--- src/rtl/program_loader.sv ---
// Framed byte-stream loader: SYNC, start address, length, payload (+ optional checksum)
// written into instruction memory while the CPU is halted. Checksum byte enabled by LOADER_CHECKSUM_EN.
module program_loader #(
  parameter int                ADDR_W    = 8,
  parameter int                DATA_W    = 8,
  parameter logic [DATA_W-1:0] SYNC_BYTE = 'hA5,
  parameter int                TIMEOUT   = 1024
) (
  input  logic              i_clk,
  input  logic              i_rst_n,
  input  logic              i_in_valid,
  input  logic [DATA_W-1:0] i_in_data,
  output logic              o_in_ready,
  output logic              o_mem_we,
  output logic [ADDR_W-1:0] o_mem_addr,
  output logic [DATA_W-1:0] o_mem_data,
  output logic              o_cpu_halt,
  output logic              o_done,
  output logic              o_error
);

  localparam logic [2:0] S_IDLE = 3'd0;
  localparam logic [2:0] S_ADDR = 3'd1;
  localparam logic [2:0] S_LEN  = 3'd2;
  localparam logic [2:0] S_DATA = 3'd3;
  localparam logic [2:0] S_CSUM = 3'd4;
  localparam logic [2:0] S_DONE = 3'd5;

  localparam int CNT_W = $clog2(TIMEOUT);
  localparam int LEN_W = ADDR_W + 1;

  logic [2:0]        r_state;
  logic              r_in_ready;
  logic              r_mem_we;
  logic [ADDR_W-1:0] r_mem_addr;
  logic [DATA_W-1:0] r_mem_data;
  logic              r_halt;
  logic              r_done;
  logic              r_error;
  logic [ADDR_W-1:0] r_addr;
  logic [LEN_W-1:0]  r_remain;
  logic [CNT_W-1:0]  r_cnt;
`ifdef LOADER_CHECKSUM_EN
  logic [DATA_W-1:0] r_csum;
  logic              r_csum_bad;
`endif

  logic              w_accept;
  logic              w_busy;
  logic              w_timeout;
  logic [ADDR_W-1:0] w_byte_addr;
  logic [LEN_W-1:0]  w_byte_len;

  assign w_accept    = i_in_valid & r_in_ready;
  assign w_busy      = (r_state == S_ADDR) || (r_state == S_LEN) ||
                       (r_state == S_DATA) || (r_state == S_CSUM);
  assign w_timeout   = w_busy && !w_accept && (r_cnt == CNT_W'(TIMEOUT - 1));
  assign w_byte_addr = ADDR_W'(i_in_data);
  // A length byte of zero encodes a full memory image.
  assign w_byte_len  = (w_byte_addr == '0) ? (LEN_W'(1) << ADDR_W) : {1'b0, w_byte_addr};

  always_ff @(posedge i_clk) begin
    if (!i_rst_n) begin
      r_state    <= S_IDLE;
      r_in_ready <= 1'b0;
      r_mem_we   <= 1'b0;
      r_mem_addr <= '0;
      r_mem_data <= '0;
      r_halt     <= 1'b0;
      r_done     <= 1'b0;
      r_error    <= 1'b0;
      r_addr     <= '0;
      r_remain   <= '0;
      r_cnt      <= '0;
`ifdef LOADER_CHECKSUM_EN
      r_csum     <= '0;
      r_csum_bad <= 1'b0;
`endif
    end else begin
      r_mem_we   <= 1'b0;
      r_done     <= 1'b0;
      r_in_ready <= 1'b1;
      // Halt is released the cycle after the Done pulse; a new SYNC below overrides this.
      if (r_done)
        r_halt <= 1'b0;
      if (w_busy && !w_accept)
        r_cnt <= r_cnt + CNT_W'(1);
      else
        r_cnt <= '0;

      case (r_state)
        S_IDLE: begin
          if (w_accept && (i_in_data == SYNC_BYTE)) begin
            r_state <= S_ADDR;
            r_halt  <= 1'b1;
            r_error <= 1'b0;
`ifdef LOADER_CHECKSUM_EN
            r_csum     <= '0;
            r_csum_bad <= 1'b0;
`endif
          end
        end
        S_ADDR: begin
          if (w_accept) begin
            r_addr  <= w_byte_addr;
            r_state <= S_LEN;
          end
        end
        S_LEN: begin
          if (w_accept) begin
            r_remain <= w_byte_len;
            r_state  <= S_DATA;
          end
        end
        S_DATA: begin
          if (w_accept) begin
            r_mem_we   <= 1'b1;
            r_mem_addr <= r_addr;
            r_mem_data <= i_in_data;
            r_addr     <= r_addr + ADDR_W'(1);
            r_remain   <= r_remain - LEN_W'(1);
`ifdef LOADER_CHECKSUM_EN
            r_csum <= r_csum ^ i_in_data;
            if (r_remain == LEN_W'(1))
              r_state <= S_CSUM;
`else
            if (r_remain == LEN_W'(1)) begin
              r_state    <= S_DONE;
              r_in_ready <= 1'b0;
            end
`endif
          end
        end
        S_CSUM: begin
`ifdef LOADER_CHECKSUM_EN
          if (w_accept) begin
            r_csum_bad <= (i_in_data != r_csum);
            r_state    <= S_DONE;
            r_in_ready <= 1'b0;
          end
`else
          r_state <= S_IDLE;
`endif
        end
        S_DONE: begin
          r_state <= S_IDLE;
          r_done  <= 1'b1;
`ifdef LOADER_CHECKSUM_EN
          r_error <= r_error | r_csum_bad;
`endif
        end
        default: r_state <= S_IDLE;
      endcase

      if (w_timeout) begin
        r_state <= S_IDLE;
        r_done  <= 1'b1;
        r_error <= 1'b1;
      end
    end
  end

  assign o_in_ready = r_in_ready;
  assign o_mem_we   = r_mem_we;
  assign o_mem_addr = r_mem_addr;
  assign o_mem_data = r_mem_data;
  assign o_cpu_halt = r_halt;
  assign o_done     = r_done;
  assign o_error    = r_error;

endmodule

--- config.mk ---
export PLATFORM = sky130hd
export DESIGN_NAME = program_loader
export DESIGN_NICKNAME = d
export VERILOG_FILES = /design/src/rtl/program_loader.sv
export SDC_FILE = /design/constraint.sdc
export NUM_CORES = 1
export LEC_CHECK = 0
export BUFFER_PORTS_ARGS = -buffer_cell sky130_fd_sc_hd__buf_2
export CORE_ASPECT_RATIO = 1.75
export CORE_UTILIZATION = 61
export DETAILED_ROUTE_END_ITERATION = 8
export PLACE_DENSITY_LB_ADDON = 0.1
export SLEW_MARGIN = 20
export SYNTH_ARGS = -nofsm -noshare
export SYNTH_HDL_FRONTEND = slang
export SYNTH_SLANG_ARGS = --single-unit
--- constraint.sdc ---
create_clock -name i_clk -period 3.9 [get_ports i_clk]
set_clock_uncertainty 0.1 [all_clocks]
set_input_delay 0.39 -clock i_clk [delete_from_list [all_inputs] [get_ports i_clk]]
set_output_delay 0.39 -clock i_clk [all_outputs]
set_load 0.01 [all_outputs]
==> run summary <==
Initial DRT Pass Iterations: 4
Clk slew on worst S/H paths: 90 ps
Max cap viols: 0
PD cells: 335 nW/um2
Post-synth EDFFs: 0
IO Port Bufs: 31
Top-count cell post-synth: nand2_1
Cell variety after synth: 49
Post-cts resize count: 0
Clock Sinks: 51
Tcrit/Tclk final: 64.2%
Pin slew with the least headroom to its limit: 955 ps
Critical path class: reg2reg
Initial drt markers: 86
Hold Vio Cnt, Final: 0
Cts bufs inserted: 5
TritonCTS clock tree: built
Hold path start: i_in_data[3]
Register area: 1020 um2
Type of origin of the critical path: register
Vias per inst: 6.03
Worst VDD drop: 0.294 mV
Worst setup EP type: register
Leakage: 1.01 nW
DR WL/cell: 14.6 um
Max FO, Critical Path: 21
Syn Inst Count: 290
Nets: 327
Core Rows: 29
DR vias: 2157
Post-CTS Setup Bufs: 0
Synthesized cell area: 2410 um2
Post-route DRC: 0
Ports: 32
Main area contributors after synthesis: dfxtp_1, nand2_1, a21oi_1, nor2_1, nand3_1
Initial antenna violation count: 0
Largest net degree at the start of global routing: 33
DPL Wire Length: 3730 um
Die X: 49.5 um
Die H: 85.2 um
YS warnings: 0
Fin crit period: 2500 ps
Setup WS pre-CTS: 1440 ps
RSZ-0062 raised after global routing: no
Ys async rst share: 0%
Die area: 4220 um2
Clock Tree Root: clkbuf_8
Final ANT Viol Nets: 0
Setup crit start: r_state[0]
Detailed Route WL: 5240 um
Vias in the first global route: 1961
Syn nets: 305
Area Growth Syn to Fin: 8.51%
Tot GR Track Use: 26.8%
Largest area contributor in the netlist: dfxtp_1
GR Overflow Total: 0
Flops & latches, synth: 51
Max-slew headroom: 36.2%
Synth top cells by count: nand2_1, dfxtp_1, a21oi_1
Fillers: 337
Top_reg_cell synth: dfxtp_1
Syn avg cell area: 8.32 um2
Setup violators final: 0
Worst hold-check path type: in2reg
Status: finished, final reports clean
Hold Buf Count CTS: 0
Share of the synthesized area in the top cell type: 42.3%
Multi-input logic area: 1270 um2
Setup TNS: 0 ps
Setup WS post-layout: 1400 ps
Initial Utilization: 65.2%
Sequential element share of the synthesized area: 42.3%
Core ar.: 3700 um2
Final GP Congestion: 0.868
Clock latency on the worst-skew pair: 300 ps
H-tree depth: 2
Clk buf depth: 2
Maximum clock rate: 0.400 GHz
N_diodes: 0
Share of cells above drive strength 1: 15.7%
Global-route wire length before repair: 8730 um
Final Max Slew Viols: 0
Worst r2r src: r_state[0]
Req. time, crit path: 4020 ps
Crit path DAT: 2630 ps
path summary, 6_finish.rpt:
kind,cells after the start,slack (ps),endpoint
setup / recovery,4,1400,r_remain[8]
hold / removal,3,250,o_mem_data[3]
setup reg to reg,4,1400,r_remain[8]
hold reg to reg,2,360,o_mem_data[6]
critical path: stages (launching register included):
cell	delay [ps]
dfxtp_1	620
and3b_1	660
nand3_2	470
or3_1	450
a31oi_1	130
report_power, final:
part	leakage, nW	internal, W	total [W]	switching [W]
clock network	0.0470	0.000139	0.000302	0.000162
registers	0.411	0.000524	0.000532	0.00000783
logic	0.555	0.0000153	0.0000443	0.0000291
sequential cells by signal, indices dropped and copies added, names as in the netlist:
name / count
r_cnt: 10
o_done: 1
r_remain: 9
r_state: 3
o_in_ready: 1
o_cpu_halt: 1
o_error: 1
o_mem_addr: 8
r_addr: 8
o_mem_data: 8
o_mem_we: 1
cell families after synthesis:
kind of cell / after synthesis / synth area share (%)
buffers and inverters: 21 / 4.88
AOI/OAI and AO/OA: 69 / 18.0
xor gates and xnor gates: 8 / 2.90
adders and majority gates: 4 / 2.07
and+or+nand+nor: 137 / 29.8
DFF: 51 / 42.3
cell type report:
cell class,instances,area share [%]
Inverter,4,0.574
Clock buffer,6,3.15
Tap cell,46,2.20
Multi-Input combinational cell,218,48.7
Clock inverter,1,0.191
Timing Repair Buffer,32,6.21
Sequential cell,51,39.0
through the flow:
| step | utilization, % | area, um2 | hold slack, ps | total power [W] | std cells |
|---|---|---|---|---|---|
| 5_1_grt | 70.7 | 2620 | 265 | 0.000912 | 358 |
| 4_1_cts | 70.7 | 2620 | 251 | 0.000884 | 358 |
| 3_3_place_gp | 68.4 | 2530 | 340 | 0.000587 | 351 |
| 2_1_floorplan | - | 2410 | 326 | 0.000572 | 290 |
| 3_5_place_dp | 68.4 | 2530 | 345 | 0.000588 | 351 |
| 6_report | 70.7 | 2620 | 253 | 0.000878 | 358 |
placed cells by master (no fill, tap or decap), types with 4 or more instances in the layout:
cell,synthesis,final
a21oi_1,29,29
nand3_1,13,13
o21ai_0,7,7
nor3_1,5,5
xor2_1,7,7
and4_1,4,4
buf_2,4,31
ha_1,4,4
inv_1,4,4
clkbuf_8,0,6
nor2_1,26,26
dfxtp_1,51,51
a21o_1,4,4
nand4_1,6,6
nor4_1,4,4
nand2_1,55,55
a31oi_1,8,8
per-layer routing:
metal  vias up  track usage, %  wire length (um)  part of all wire [%]
met5         -               0                 0                     0
met3        14            5.56               209                   4.0
met4         0            16.4               199                   3.8
met2        63            46.4              2740                    52
li1       1072               -                 -                     -
met1      1008            29.0              2090                    40
Note: power is estimated with default switching activity, not from simulation.
